## src/rtl/proj_scheduler_if.sv

```systemverilog
// Bundle of the requester, projection-unit and result handshake signals of
// proj_scheduler. The slave view belongs to the scheduler; the master view
// belongs to whatever drives the requests and plays the projection unit.
interface proj_scheduler_if;
  // Requesters
  logic        REQ0, REQ1;
  logic [31:0] X0, Y0, Z0;
  logic [31:0] X1, Y1, Z1;
  logic        GNT0, GNT1;
  // Shared projection unit
  logic        PROJ_START;
  logic [31:0] PROJ_X, PROJ_Y, PROJ_Z;
  logic        PROJ_DONE;
  logic [31:0] PROJ_NEWX, PROJ_NEWY, PROJ_NEWZ;
  // Screen-space result
  logic        OUT_VALID, OUT_READY;
  logic [15:0] SCR_X, SCR_Y;
  logic [31:0] SCR_Z;
  logic        OUT_ID;
  // Status
  logic        BUSY, ERR;

  modport slave (
    input  REQ0, REQ1, X0, Y0, Z0, X1, Y1, Z1,
    output GNT0, GNT1,
    output PROJ_START, PROJ_X, PROJ_Y, PROJ_Z,
    input  PROJ_DONE, PROJ_NEWX, PROJ_NEWY, PROJ_NEWZ,
    output OUT_VALID, SCR_X, SCR_Y, SCR_Z, OUT_ID,
    input  OUT_READY,
    output BUSY, ERR
  );

  modport master (
    output REQ0, REQ1, X0, Y0, Z0, X1, Y1, Z1,
    input  GNT0, GNT1,
    input  PROJ_START, PROJ_X, PROJ_Y, PROJ_Z,
    output PROJ_DONE, PROJ_NEWX, PROJ_NEWY, PROJ_NEWZ,
    input  OUT_VALID, SCR_X, SCR_Y, SCR_Z, OUT_ID,
    output OUT_READY,
    input  BUSY, ERR
  );
endinterface

```

## src/rtl/proj_scheduler.sv

```systemverilog
// Two-requester scheduler for one shared vertex projection unit.
// A round-robin grant captures the winning vertex, the projection unit is
// started and awaited (with a timeout), and the normalised result is mapped
// to clamped integer pixel coordinates held until the consumer accepts it.
module proj_scheduler #(
  parameter int SCREEN_W = 640,
  parameter int SCREEN_H = 480,
  parameter int TIMEOUT  = 1023
) (
  input  logic             CLK,
  input  logic             RESET_N,
  proj_scheduler_if.slave  bus
);

  localparam logic [2:0] S_IDLE  = 3'd0;
  localparam logic [2:0] S_ISSUE = 3'd1;
  localparam logic [2:0] S_WAIT  = 3'd2;
  localparam logic [2:0] S_VP    = 3'd3;
  localparam logic [2:0] S_HOLD  = 3'd4;

  localparam int               CNT_W    = $clog2(TIMEOUT + 1);
  localparam logic [CNT_W-1:0] CNT_LAST = CNT_W'(TIMEOUT - 1);

  localparam logic signed [65:0] EXT_X = 66'(SCREEN_W);
  localparam logic signed [65:0] EXT_Y = 66'(SCREEN_H);

  logic [2:0]       r_state;
  logic [2:0]       w_next;
  logic             r_prio;     // 1: requester 1 wins a tie
  logic             r_owner;
  logic [CNT_W-1:0] r_cnt;
  logic [31:0]      r_px, r_py, r_pz;
  logic [31:0]      r_nx, r_ny, r_nz;
  logic [15:0]      r_scr_x, r_scr_y;
  logic [31:0]      r_scr_z;
  logic             r_out_id;

  logic             w_idle;
  logic             w_gnt0, w_gnt1;
  logic             w_timeout;

  // NDC (Q16.15, nominally [-1,+1]) to pixel: floor((ndc + 1.0) * extent / 2),
  // clamped to [0, extent-1]. The /2 and the Q15 scaling fold into one >>> 16.
  function automatic logic [15:0] vp_map(input logic [31:0] ndc,
                                         input logic signed [65:0] extent);
    logic signed [32:0] sum;
    logic signed [65:0] pix;
    sum = $signed({ndc[31], ndc}) + 33'sh0_8000;
    pix = (66'(sum) * extent) >>> 16;
    if (pix < 66'sd0)
      return 16'd0;
    else if (pix >= extent)
      return 16'(extent - 66'sd1);
    else
      return pix[15:0];
  endfunction

  // Grants exist only in IDLE and are suppressed while reset is held.
  assign w_idle = (r_state == S_IDLE);
  assign w_gnt0 = RESET_N && w_idle && bus.REQ0 && (!bus.REQ1 || !r_prio);
  assign w_gnt1 = RESET_N && w_idle && bus.REQ1 && (!bus.REQ0 ||  r_prio);

  // Last permitted WAIT cycle without a result: abort the job.
  assign w_timeout = (r_state == S_WAIT) && (r_cnt == CNT_LAST) && !bus.PROJ_DONE;

  // Next-state decode.
  always_comb begin
    // NOTE: default assignment first so no path through the case infers a latch.
    w_next = r_state;
    case (r_state)
      S_IDLE:  if (w_gnt0 || w_gnt1) w_next = S_ISSUE;
      S_ISSUE: w_next = S_WAIT;
      S_WAIT: begin
        if (bus.PROJ_DONE)  w_next = S_VP;
        else if (w_timeout) w_next = S_IDLE;
      end
      S_VP:    w_next = S_HOLD;
      S_HOLD:  if (bus.OUT_READY) w_next = S_IDLE;
      default: w_next = S_IDLE;
    endcase
  end

  // State register.
  always_ff @(posedge CLK or negedge RESET_N) begin
    // NOTE: sequential state uses non-blocking assignments so every register
    // samples pre-edge values regardless of block ordering.
    if (!RESET_N) r_state <= S_IDLE;
    else          r_state <= w_next;
  end

  // Grant bookkeeping: operand capture, owner and round-robin pointer.
  always_ff @(posedge CLK or negedge RESET_N) begin
    if (!RESET_N) begin
      r_px    <= '0;
      r_py    <= '0;
      r_pz    <= '0;
      r_owner <= 1'b0;
      r_prio  <= 1'b0;
    end else if (w_gnt0) begin
      r_px    <= bus.X0;
      r_py    <= bus.Y0;
      r_pz    <= bus.Z0;
      r_owner <= 1'b0;
      r_prio  <= 1'b1;
    end else if (w_gnt1) begin
      r_px    <= bus.X1;
      r_py    <= bus.Y1;
      r_pz    <= bus.Z1;
      r_owner <= 1'b1;
      r_prio  <= 1'b0;
    end
  end

  // WAIT cycle counter, cleared while issuing so it starts at 0 in WAIT.
  always_ff @(posedge CLK or negedge RESET_N) begin
    if (!RESET_N)                r_cnt <= '0;
    else if (r_state == S_ISSUE) r_cnt <= '0;
    else if (r_state == S_WAIT)  r_cnt <= r_cnt + 1'b1;
  end

  // Projection result capture; DONE is ignored outside WAIT.
  always_ff @(posedge CLK or negedge RESET_N) begin
    if (!RESET_N) begin
      r_nx <= '0;
      r_ny <= '0;
      r_nz <= '0;
    end else if (r_state == S_WAIT && bus.PROJ_DONE) begin
      r_nx <= bus.PROJ_NEWX;
      r_ny <= bus.PROJ_NEWY;
      r_nz <= bus.PROJ_NEWZ;
    end
  end

  // Viewport stage: registers the screen result, which then holds through HOLD.
  always_ff @(posedge CLK or negedge RESET_N) begin
    if (!RESET_N) begin
      r_scr_x  <= '0;
      r_scr_y  <= '0;
      r_scr_z  <= '0;
      r_out_id <= 1'b0;
    end else if (r_state == S_VP) begin
      r_scr_x  <= vp_map(r_nx, EXT_X);
      r_scr_y  <= vp_map(r_ny, EXT_Y);
      r_scr_z  <= r_nz;
      r_out_id <= r_owner;
    end
  end

  assign bus.GNT0       = w_gnt0;
  assign bus.GNT1       = w_gnt1;
  assign bus.PROJ_START = (r_state == S_ISSUE);
  assign bus.PROJ_X     = r_px;
  assign bus.PROJ_Y     = r_py;
  assign bus.PROJ_Z     = r_pz;
  assign bus.OUT_VALID  = (r_state == S_HOLD);
  assign bus.SCR_X      = r_scr_x;
  assign bus.SCR_Y      = r_scr_y;
  assign bus.SCR_Z      = r_scr_z;
  assign bus.OUT_ID     = r_out_id;
  assign bus.BUSY       = !w_idle;
  assign bus.ERR        = w_timeout;

endmodule
```

## src/flat_wrapper.sv

```systemverilog
// flat-port wrapper written by rule: the top's interface ports become plain ports
module proj_scheduler_flat 
#(
  parameter int SCREEN_W = 640,
  parameter int SCREEN_H = 480,
  parameter int TIMEOUT  = 1023
)
  (CLK, RESET_N, bus_REQ0, bus_REQ1, bus_X0, bus_Y0, bus_Z0, bus_X1, bus_Y1, bus_Z1, bus_GNT0, bus_GNT1, bus_PROJ_START, bus_PROJ_X, bus_PROJ_Y, bus_PROJ_Z, bus_PROJ_DONE, bus_PROJ_NEWX, bus_PROJ_NEWY, bus_PROJ_NEWZ, bus_OUT_VALID, bus_SCR_X, bus_SCR_Y, bus_SCR_Z, bus_OUT_ID, bus_OUT_READY, bus_BUSY, bus_ERR);
  proj_scheduler_if bus_i ();
  input  logic CLK;
  input  logic RESET_N;
  input wire logic [$bits(bus_i.REQ0)-1:0] bus_REQ0;
  input wire logic [$bits(bus_i.REQ1)-1:0] bus_REQ1;
  input wire logic [$bits(bus_i.X0)-1:0] bus_X0;
  input wire logic [$bits(bus_i.Y0)-1:0] bus_Y0;
  input wire logic [$bits(bus_i.Z0)-1:0] bus_Z0;
  input wire logic [$bits(bus_i.X1)-1:0] bus_X1;
  input wire logic [$bits(bus_i.Y1)-1:0] bus_Y1;
  input wire logic [$bits(bus_i.Z1)-1:0] bus_Z1;
  output wire logic [$bits(bus_i.GNT0)-1:0] bus_GNT0;
  output wire logic [$bits(bus_i.GNT1)-1:0] bus_GNT1;
  output wire logic [$bits(bus_i.PROJ_START)-1:0] bus_PROJ_START;
  output wire logic [$bits(bus_i.PROJ_X)-1:0] bus_PROJ_X;
  output wire logic [$bits(bus_i.PROJ_Y)-1:0] bus_PROJ_Y;
  output wire logic [$bits(bus_i.PROJ_Z)-1:0] bus_PROJ_Z;
  input wire logic [$bits(bus_i.PROJ_DONE)-1:0] bus_PROJ_DONE;
  input wire logic [$bits(bus_i.PROJ_NEWX)-1:0] bus_PROJ_NEWX;
  input wire logic [$bits(bus_i.PROJ_NEWY)-1:0] bus_PROJ_NEWY;
  input wire logic [$bits(bus_i.PROJ_NEWZ)-1:0] bus_PROJ_NEWZ;
  output wire logic [$bits(bus_i.OUT_VALID)-1:0] bus_OUT_VALID;
  output wire logic [$bits(bus_i.SCR_X)-1:0] bus_SCR_X;
  output wire logic [$bits(bus_i.SCR_Y)-1:0] bus_SCR_Y;
  output wire logic [$bits(bus_i.SCR_Z)-1:0] bus_SCR_Z;
  output wire logic [$bits(bus_i.OUT_ID)-1:0] bus_OUT_ID;
  input wire logic [$bits(bus_i.OUT_READY)-1:0] bus_OUT_READY;
  output wire logic [$bits(bus_i.BUSY)-1:0] bus_BUSY;
  output wire logic [$bits(bus_i.ERR)-1:0] bus_ERR;
  assign bus_i.REQ0 = bus_REQ0;
  assign bus_i.REQ1 = bus_REQ1;
  assign bus_i.X0 = bus_X0;
  assign bus_i.Y0 = bus_Y0;
  assign bus_i.Z0 = bus_Z0;
  assign bus_i.X1 = bus_X1;
  assign bus_i.Y1 = bus_Y1;
  assign bus_i.Z1 = bus_Z1;
  assign bus_GNT0 = bus_i.GNT0;
  assign bus_GNT1 = bus_i.GNT1;
  assign bus_PROJ_START = bus_i.PROJ_START;
  assign bus_PROJ_X = bus_i.PROJ_X;
  assign bus_PROJ_Y = bus_i.PROJ_Y;
  assign bus_PROJ_Z = bus_i.PROJ_Z;
  assign bus_i.PROJ_DONE = bus_PROJ_DONE;
  assign bus_i.PROJ_NEWX = bus_PROJ_NEWX;
  assign bus_i.PROJ_NEWY = bus_PROJ_NEWY;
  assign bus_i.PROJ_NEWZ = bus_PROJ_NEWZ;
  assign bus_OUT_VALID = bus_i.OUT_VALID;
  assign bus_SCR_X = bus_i.SCR_X;
  assign bus_SCR_Y = bus_i.SCR_Y;
  assign bus_SCR_Z = bus_i.SCR_Z;
  assign bus_OUT_ID = bus_i.OUT_ID;
  assign bus_i.OUT_READY = bus_OUT_READY;
  assign bus_BUSY = bus_i.BUSY;
  assign bus_ERR = bus_i.ERR;
  proj_scheduler #(.SCREEN_W(SCREEN_W), .SCREEN_H(SCREEN_H), .TIMEOUT(TIMEOUT)) u_core (.CLK(CLK), .RESET_N(RESET_N), .bus(bus_i));
endmodule
```

## config.mk

```make
export PLATFORM = sky130hd
export DESIGN_NAME = proj_scheduler_flat
export DESIGN_NICKNAME = d
export VERILOG_FILES = /design/src/rtl/proj_scheduler_if.sv /design/src/rtl/proj_scheduler.sv /design/src/flat_wrapper.sv
export SDC_FILE = /design/constraint.sdc
export NUM_CORES = 1
export LEC_CHECK = 0
export ABC_AREA = 0
export CORE_ASPECT_RATIO = 1.75
export CORE_MARGIN = 8
export CORE_UTILIZATION = 50
export DETAILED_ROUTE_END_ITERATION = 16
export PLACE_DENSITY = 0.82
export SYNTH_ARGS = -nofsm -noshare
export SYNTH_HDL_FRONTEND = slang
export SYNTH_SLANG_ARGS = --single-unit
export TNS_END_PERCENT = 30
```

## constraint.sdc

```tcl
create_clock -name CLK -period 9.2 [get_ports CLK]
set_clock_uncertainty 0.2 [all_clocks]
set_input_delay 1.84 -clock CLK [delete_from_list [all_inputs] [get_ports CLK]]
set_output_delay 1.84 -clock CLK [all_outputs]
set_load 0.02 [all_outputs]
```

==> impl_metrics.env, run 1 <==
export IMPL_yosys_area_top_type_share_pct=38.1
export IMPL_relSlewSlack_pct=39.5
export IMPL_cts_htree_levels=1
export IMPL_root_buffer="clkbuf_16"
export IMPL_period_minus_slack_ns=6.10
export IMPL_syn_cell_area_um2=17900
export IMPL_reg2reg_to="u_core.bus.SCR_Y[3]"
export IMPL_grt_use_met3_pct=7.78
export IMPL_clkSinkCount=272
export IMPL_hold_ws_ns=0.270
export IMPL_dieHeight_um=266
export IMPL_cts_hold_buffers_added=0
export IMPL_synth_top_cells_by_count="374 x nand2_1, 272 x dfrtp_1, 151 x ha_1, 120 x inv_1, 105 x a22oi_1"
export IMPL_fin_nets=2779
export IMPL_synth_largest_area_cell="dfrtp_1"
export IMPL_status="finished, final reports clean"
export IMPL_use_met1_pct=29.6
export IMPL_hold_depth=2
export IMPL_synth_most_common_cell="nand2_1"
export IMPL_fin_util_pct=67.4
export IMPL_rsz0062_at_grt="no"
export IMPL_crit_path_end_kind="flip-flop"
export IMPL_dpl_hpwl_um=48300
export IMPL_synth_main_ff_cell="dfrtp_1"
export IMPL_ys_types=91
export IMPL_setup_viol=0
export IMPL_syn_inst=1875
export IMPL_grt_busiest_layer="met2"
export IMPL_antenna_found_initial=7
export IMPL_crit_family="adder cells"
export IMPL_grt_max_degree=139
export IMPL_dieArea_um2=42300
export IMPL_core_region_area_um2=35200
export IMPL_grt_first_pass_wirelength_um=93700
export IMPL_clk_transition_reported_paths_ns=0.07
export IMPL_synth_seq_area_share_pct=38.1
export IMPL_yosys_area_share_simple_pct=16.1
export IMPL_synthMuxAreaShare_pct=5.76
export IMPL_ys_ff_latch=272
export IMPL_num_vias=15700
export IMPL_gp_routability_congestion=0.956
export IMPL_tns_ns=0
export IMPL_async_reset_ff_share_pct=100
export IMPL_design_area_um2=23700
export IMPL_path_common_cell="ha_1"
export IMPL_synth_compound_gate_area_share_pct=14.7
export IMPL_io_pins=461
export IMPL_vias_per_cell=5.67
export IMPL_cp_slowest_stage_delay_ns=0.50
export IMPL_postRouteAntennaNets=0
export IMPL_die_w_um=159
export IMPL_arrival_ns=6.29
export IMPL_synth_edf_count=0
export IMPL_first_pass_iters=7
export IMPL_drv_slew=0
export IMPL_grtUsageTotal_pct=27.8
export IMPL_cp_slowest_cell="a2111oi_0"
export IMPL_cp_required_ns=9.40
export IMPL_worstHoldPathType="flip-flop to flip-flop"
export IMPL_r2r_start="u_core.r_ny[15]"
export IMPL_clockBufferDepth=3
export IMPL_cts_buffers=26
export IMPL_syn2layout_area_growth_pct=32.8
export IMPL_grt_use_met2_pct=51.5
export IMPL_synth_nets=2366
export IMPL_fmax_ghz=0.164
export IMPL_synthAdderAreaFrac_pct=15.7
export IMPL_hold_viol_final=0
export IMPL_period_share_pct=66.3
export IMPL_place_area_um2=22800
export IMPL_num_rows=91
export IMPL_clk_latency_ns=0.55
export IMPL_avgSynthCellArea_um2=9.53
export IMPL_start_util_pct=50.8
export IMPL_grt_ovfl_total=0
export IMPL_portBuffers=460
export IMPL_worst_slew_pin_slew_ns=0.908
export IMPL_r2r_cells=19
export IMPL_drt_iter0_drc=786
export IMPL_synth_top_family_by_area="simple AND/OR/NAND/NOR gates"
export IMPL_crit_fanout=9
export IMPL_max_cap_violations=0
export IMPL_rrSetupSlack_ns=3.10
export IMPL_critical_path_class="flip-flop to flip-flop"
export IMPL_drive_gt1_share_pct=7.42
export IMPL_wl_per_cell_um=21.7
export IMPL_wirelength_um=60200
export IMPL_synth_xor_area_share_pct=4.95
export IMPL_critical_path_cell_chain="ha_1 > nand3_1 > nor2_1 > xor2_1 > ha_1 > ha_1 > xor2_1 > ha_1 > xor2_1 > ha_1 > a21oi_1 > o211ai_1 > a21boi_0 > o22ai_1 > a2111oi_0 > xor2_1 > nand3_1 > nor4_4 > a211oi_1"
export IMPL_cts_resized_gates=0
export IMPL_hold_path_startpoint="u_core.r_nz[7]"
export IMPL_crit_buf_inv=0
export IMPL_critPathLaunchType="flip-flop"
export IMPL_yosysWarnings=0
export IMPL_synthTopCellsByArea="dfrtp_1 38%, ha_1 11%, nand2_1 7.9%"
export IMPL_min_to="u_core.bus.SCR_Z[7]"
export IMPL_drc_errors=0
export IMPL_cts_tree="built"
export IMPL_grt_pass1_vias=16800
export IMPL_post_cts_setup_buffers=0
## metrics by stage
stage / instances / worst slack [ns]
after global routing: 2774 / 2.66
final: 2776 / 3.10
after CTS: 2771 / 3.11
after global placement: 2725 / 3.36
after detailed placement: 2725 / 3.18
after floorplan: 1875 / 3.98
## sequential cells by signal (all words and copies together), names as in the netlist, 10 cells and up
signal	flops
u_core.bus.SCR_Y	16
u_core.bus.PROJ_Z	32
u_core.bus.SCR_Z	32
u_core.bus.PROJ_X	32
u_core.bus.PROJ_Y	32
u_core.r_cnt	10
u_core.r_ny	32
u_core.bus.SCR_X	16
u_core.r_nx	32
u_core.r_nz	32
## layout make-up
type / instances / area, µm²
Antenna cell: 5 / 12.5
Clock buffer: 30 / 686
Clock inverter: 16 / 213
Fill cell: 2740 / 11500
Inverter: 120 / 450
Multi-Input combinational cell: 1398 / 10300
Sequential cell: 272 / 6810
Tap cell: 465 / 582
Timing Repair Buffer: 470 / 4700
## logic make-up after synthesis
group,after synthesis
XOR/XNOR,101
adder cells (fa/ha/maj),197
AO/OA/AOI/OAI,372
AND/OR/NAND/NOR,636
flip-flops,272
multiplexers,92
buffers and inverters,205
## worst max path at each step
| stage | cells past startpoint | from | endpoint | slack (ns) |
|---|---|---|---|---|
| 2_1_floorplan | 20 | u_core.r_ny[15] | u_core.bus.SCR_Y[0] | 3.98 |
| 4_1_cts | 19 | u_core.r_ny[15] | u_core.bus.SCR_Y[3] | 3.11 |
| 3_5_place_dp | 19 | u_core.r_ny[15] | u_core.bus.SCR_Y[1] | 3.18 |
| 5_1_grt | 19 | u_core.r_ny[15] | u_core.bus.SCR_Y[3] | 2.66 |
| 3_3_place_gp | 19 | u_core.r_ny[15] | u_core.bus.SCR_Y[3] | 3.36 |
| 6_report | 19 | u_core.r_ny[15] | u_core.bus.SCR_Y[3] | 3.10 |
## worst register-to-register path: stages (launching register included)
cell,delay (ns)
dfrtp_1,0.49
ha_1,0.25
nand3_1,0.22
nor2_1,0.24
xor2_1,0.41
ha_1,0.32
ha_1,0.32
xor2_1,0.17
ha_1,0.35
xor2_1,0.17
ha_1,0.39
a21oi_1,0.33
o211ai_1,0.16
a21boi_0,0.29
o22ai_1,0.15
a2111oi_0,0.50
xor2_1,0.19
nand3_1,0.14
nor4_4,0.46
a211oi_1,0.18
## layout by cell type, fill, tap and decap left out, types with 57 or more instances in the layout
master	n
a21oi_1	57
a22oi_1	105
clkdlybuf4s50_1	459
dfrtp_1	272
ha_1	151
inv_1	120
mux2_2	86
nand2_1	374
nor2_1	68
xnor2_1	58
## metal layers
layer	up-vias	wire length, µm
met3	108	5240
met1	7654	21300
li1	7375	-
met2	606	31500
met5	-	15
met4	2	2100
Power of run 1 is left out: the tool's default activity adds up to more than one toggle a clock period on the data nets, which glitch-free logic cannot reach.
==> inputs of run 2 (changes only) <==
==> constraint.sdc (replaced) <==
create_clock -name CLK -period 6.1 [get_ports CLK]
set_clock_uncertainty 0.2 [all_clocks]
set_input_delay 1.22 -clock CLK [delete_from_list [all_inputs] [get_ports CLK]]
set_output_delay 1.22 -clock CLK [all_outputs]
set_load 0.02 [all_outputs]
==> run 2 against run 1 <==
Count of clock-buffer cells in the layout up 6. Routed wire length is 2.1% higher. Hold slack got worse by 0.00055 ns. Via count up 0.29%. Cell area up 0.26%. Sequential cell count unchanged. Critical endpoint is now u_core.bus.SCR_Y[1]. Highest routed layer is now met4.
==> impl_metrics.env, run 2 (synthesis results as in run 1) <==
export IMPL_tns_ns=0
export IMPL_clk_transition_reported_paths_ns=0.07
export IMPL_first_pass_iters=6
export IMPL_r2r_cells=21
export IMPL_io_pins=461
export IMPL_fmax_ghz=0.174
export IMPL_hold_viol_final=0
export IMPL_grtUsageTotal_pct=28.4
export IMPL_antenna_found_initial=6
export IMPL_grt_first_pass_wirelength_um=95200
export IMPL_cts_htree_levels=1
export IMPL_critPathLaunchType="flip-flop"
export IMPL_rrSetupSlack_ns=0.37
export IMPL_wl_per_cell_um=22.1
export IMPL_wirelength_um=61500
export IMPL_mostFrequentLayoutCell="clkdlybuf4s50_1"
export IMPL_clockBufferDepth=3
export IMPL_start_util_pct=50.8
export IMPL_r2r_start="u_core.r_ny[16]"
export IMPL_drt_iter0_drc=771
export IMPL_fin_nets=2785
export IMPL_period_share_pct=94.0
export IMPL_dieArea_um2=42300
export IMPL_drv_slew=0
export IMPL_hold_path_startpoint="u_core.bus.PROJ_X[5]"
export IMPL_period_minus_slack_ns=5.73
export IMPL_num_vias=15800
export IMPL_portBuffers=460
export IMPL_crit_fanout=9
export IMPL_cts_tree="built"
export IMPL_die_w_um=159
export IMPL_drc_errors=0
export IMPL_reg2reg_to="u_core.bus.SCR_Y[1]"
export IMPL_final_cell_mix="459 x clkdlybuf4s50_1, 374 x nand2_1, 272 x dfrtp_1"
export IMPL_critical_path_class="flip-flop to flip-flop"
export IMPL_hold_depth=2
export IMPL_grt_ovfl_total=0
export IMPL_arrival_ns=5.95
export IMPL_clkSinkCount=272
export IMPL_grt_max_degree=181
export IMPL_syn2layout_area_growth_pct=33.1
export IMPL_dpl_hpwl_um=49300
export IMPL_postRouteAntennaNets=0
export IMPL_grt_pass1_vias=17100
export IMPL_cts_buffers=26
export IMPL_relSlewSlack_pct=34.8
export IMPL_cp_required_ns=6.31
export IMPL_status="finished, final reports clean"
export IMPL_setup_viol=0
export IMPL_vias_per_cell=5.68
export IMPL_core_region_area_um2=35200
export IMPL_min_to="u_core.bus.PROJ_X[5]"
export IMPL_dieHeight_um=266
export IMPL_crit_path_end_kind="flip-flop"
export IMPL_worst_slew_pin_slew_ns=0.978
export IMPL_cts_hold_buffers_added=0
export IMPL_worstHoldPathType="flip-flop to flip-flop"
export IMPL_num_rows=91
export IMPL_root_buffer="clkbuf_16"
export IMPL_gp_routability_congestion=0.945
export IMPL_rsz0062_at_grt="no"
export IMPL_max_cap_violations=0
export IMPL_drive_gt1_share_pct=7.70
export IMPL_clk_latency_ns=0.56
[run 2: cell type report]
type | count | area, µm²
multi-input cells | 1398 | 10300
repair buffers | 476 | 4740
diodes | 4 | 10.0
flip-flops and latches | 272 | 6810
clock buffers | 36 | 748
inverters | 120 | 450
clock inverters | 11 | 159
well taps | 465 | 582
fillers | 2760 | 11400
[run 2: per-layer routing]
metal | routed length [µm] | global-route usage (%)
met2 | 32400 | 53.0
met1 | 22200 | 30.1
met3 | 4650 | 7.10
met4 | 2290 | 11.1
met5 | 0 | 0
[run 2: timing repair]
action,CTS,global route
gates resized for setup,0,3
buffers inserted,0,1
setup endpoints to repair,0,9
[run 2: worst max-delay path by stage]
stage / start / endpoint / slack, ns / depth (start not counted)
after floorplan: u_core.r_ny[15] / u_core.bus.SCR_Y[0] / 0.88 / 20
after global placement: u_core.r_ny[16] / u_core.bus.SCR_Y[1] / 0.36 / 19
after detailed placement: u_core.r_ny[16] / u_core.bus.SCR_Y[1] / 0.17 / 19
after CTS: u_core.r_ny[16] / u_core.bus.SCR_Y[1] / 0.16 / 19
after global routing: u_core.r_ny[16] / u_core.bus.SCR_Y[8] / 0.05 / 20
final: u_core.r_ny[16] / u_core.bus.SCR_Y[1] / 0.37 / 21
[run 2: worst max-delay path, stage by stage, from the launching register on]
cell	delay, ns
dfrtp_1	0.43
ha_1	0.24
nand3_1	0.24
nor2_1	0.25
xor2_1	0.33
ha_1	0.30
ha_1	0.33
a21o_1	0.18
ha_1	0.30
xor2_1	0.17
ha_1	0.43
a2111o_1	0.40
a31oi_1	0.19
o41ai_1	0.12
a21oi_1	0.18
a21oi_1	0.12
or3_1	0.35
o32ai_1	0.12
nand3_1	0.19
nor4_4	0.22
buf_4	0.20
a211oi_1	0.09
[run 2: per-stage QoR]
stage / std cells / hold slack (ns) / utilization [%] / cell area, µm² / setup WS, ns
finish: 2782 / 0.269 / 67.6 / 23800 / 0.368
global route: 2782 / 0.294 / 67.6 / 23800 / 0.0488
CTS: 2777 / 0.273 / 67.5 / 23700 / 0.156
detailed placement: 2730 / 0.255 / 64.9 / 22800 / 0.169
global placement: 2730 / 0.241 / 64.9 / 22800 / 0.357
floorplan: 1875 / 0.235 / - / 17900 / 0.883
Power of run 2 is left out for the same reason.
==> inputs of run 3 (changes only) <==
==> constraint.sdc (replaced) <==
create_clock -name CLK -period 5.7 [get_ports CLK]
set_clock_uncertainty 0.2 [all_clocks]
set_input_delay 1.14 -clock CLK [delete_from_list [all_inputs] [get_ports CLK]]
set_output_delay 1.14 -clock CLK [all_outputs]
set_load 0.02 [all_outputs]
==> run 3 against run 2 <==
First-iteration DRC count increased by 29%. Global-route usage decreased by 0.20 points. Via count increased by 1.2%. Largest cell class unchanged. Critical path type unchanged. Count of clock-buffer cells in the layout decreased by 6. Worst setup slack got worse by 0.090 ns. Fmax increased by 5.7%. Non-clock buffer count increased by 30. Core utilization increased by 1.4 points. Hold slack got worse by 0.00095 ns.
==> impl_metrics.env, run 3 (synthesis results as in run 1) <==
export IMPL_fmax_ghz=0.184
export IMPL_num_vias=16000
export IMPL_io_pins=461
export IMPL_dieArea_um2=42300
export IMPL_arrival_ns=5.65
export IMPL_relSlewSlack_pct=30.6
export IMPL_clk_transition_reported_paths_ns=0.07
export IMPL_grt_pass1_vias=17100
export IMPL_grt_max_degree=156
export IMPL_hold_viol_final=0
export IMPL_mostFrequentLayoutCell="clkdlybuf4s50_1"
export IMPL_vias_per_cell=5.67
export IMPL_postRouteAntennaNets=0
export IMPL_status="finished, final reports clean"
export IMPL_period_share_pct=95.1
export IMPL_worst_slack_ns=0.278
export IMPL_path_common_cell="ha_1"
export IMPL_crit_fanout=9
export IMPL_period_minus_slack_ns=5.42
export IMPL_place_ws_ns=0.0435
export IMPL_max_cap_violations=0
export IMPL_portBuffers=460
export IMPL_num_rows=91
export IMPL_critical_path_cell_chain="ha_1 > nand3_1 > buf_4 > nor2_2 > xor2_1 > ha_1 > ha_1 > a21o_1 > ha_1 > xor2_1 > ha_1 > a2111o_1 > a31oi_1 > o41ai_2 > a21oi_2 > nand2_1 > a21oi_1 > xor2_1 > nand4_1 > nor4_4 > buf_6 > a211oi_1"
export IMPL_cp_slowest_stage_delay_ns=0.41
export IMPL_dieHeight_um=266
export IMPL_wirelength_um=61000
export IMPL_first_pass_iters=7
export IMPL_start_util_pct=50.8
export IMPL_clk_latency_ns=0.57
export IMPL_worst_slew_pin_slew_ns=1.04
export IMPL_clockBufferDepth=3
export IMPL_fin_nets=2816
export IMPL_critical_path_class="flip-flop to flip-flop"
export IMPL_cp_slowest_cell="dfrtp_2"
export IMPL_final_cell_mix="459 x clkdlybuf4s50_1, 373 x nand2_1, 268 x dfrtp_1"
export IMPL_setup_viol=0
export IMPL_worstHoldPathType="flip-flop to flip-flop"
export IMPL_cts_buffers=27
export IMPL_grtUsageTotal_pct=28.2
export IMPL_antenna_found_initial=10
export IMPL_drive_gt1_share_pct=10.2
export IMPL_syn2layout_area_growth_pct=35.9
export IMPL_wl_per_cell_um=21.6
export IMPL_critPathLaunchType="flip-flop"
export IMPL_die_w_um=159
export IMPL_gp_routability_congestion=0.944
export IMPL_cts_htree_levels=1
export IMPL_dpl_hpwl_um=48500
export IMPL_cp_required_ns=5.92
export IMPL_drt_iter0_drc=992
export IMPL_clkSinkCount=272
export IMPL_drv_slew=0
export IMPL_grt_first_pass_wirelength_um=94700
export IMPL_grt_ovfl_total=0
export IMPL_cts_tree="built"
export IMPL_crit_path_end_kind="flip-flop"
export IMPL_n_fill_cell=2712
export IMPL_root_buffer="clkbuf_16"
export IMPL_core_region_area_um2=35200
export IMPL_drc_errors=0
[run 3: layer usage]
metal	GRT usage [%]	vias up	part of all wire, %
li1	-	7456	-
met1	29.5	7734	35
met2	51.6	653	52
met3	8.07	143	8.8
met4	12.9	0	4.8
met5	0	-	0
[run 3: metrics by stage]
stage          hold slack [ns]  instance area (µm²)  instances  setup TNS, ns  util [%]
3_5_place_dp             0.253                23100       2759              0      65.5
2_1_floorplan            0.235                17900       1875              0         -
4_1_cts                  0.265                24100       2809              0      68.4
5_1_grt                  0.293                24300       2817         -0.276      68.9
6_report                 0.268                24300       2821              0      69.0
3_3_place_gp             0.243                23100       2759              0      65.5
[run 3: final cells by class]
type                    count  area [µm²]  share of cell area [%]
clock buffers              30         707                    2.91
inverters                 120         450                    1.86
repair buffers            506        4970                    20.5
flip-flops and latches    272        6810                    28.1
multi-input cells        1398       10400                    42.9
clock inverters            20         317                    1.30
diodes                     10        25.0                   0.103
well taps                 465         582                    2.40
[run 3: worst max-delay path: cells and delay by family (launching register included)]
kind,cells,cell delay [ns]
adder cells (fa/ha/maj),5,1.45
AO/OA/AOI/OAI,7,1.36
AND/OR/NAND/NOR,5,0.89
XOR/XNOR,3,0.58
flip-flops,1,0.41
buffers and inverters,2,0.38
[run 3: final timing paths]
check / startpoint / endpoint / cells after the start / slack (ns)
setup / recovery: u_core.r_ny[16] / u_core.bus.SCR_Y[2] / 22 / 0.28
hold / removal: u_core.r_nz[23] / u_core.bus.SCR_Z[23] / 2 / 0.27
setup reg to reg: u_core.r_ny[16] / u_core.bus.SCR_Y[2] / 22 / 0.28
hold reg to reg: u_core.r_nz[23] / u_core.bus.SCR_Z[23] / 2 / 0.27
max in group asynchronous: RESET_N / u_core.r_ny[2] / 2 / 3.75
min in group asynchronous: RESET_N / u_core.bus.SCR_Z[1] / 1 / 0.31
[run 3: what timing repair did]
| item | CTS | global route |
|---|---|---|
| hold buffers | 0 | 0 |
| buffers inserted | 0 | 2 |
| resized for setup | 0 | 33 |
| endpoints found under the setup margin | 0 | 9 |
Power of run 3 is left out for the same reason.
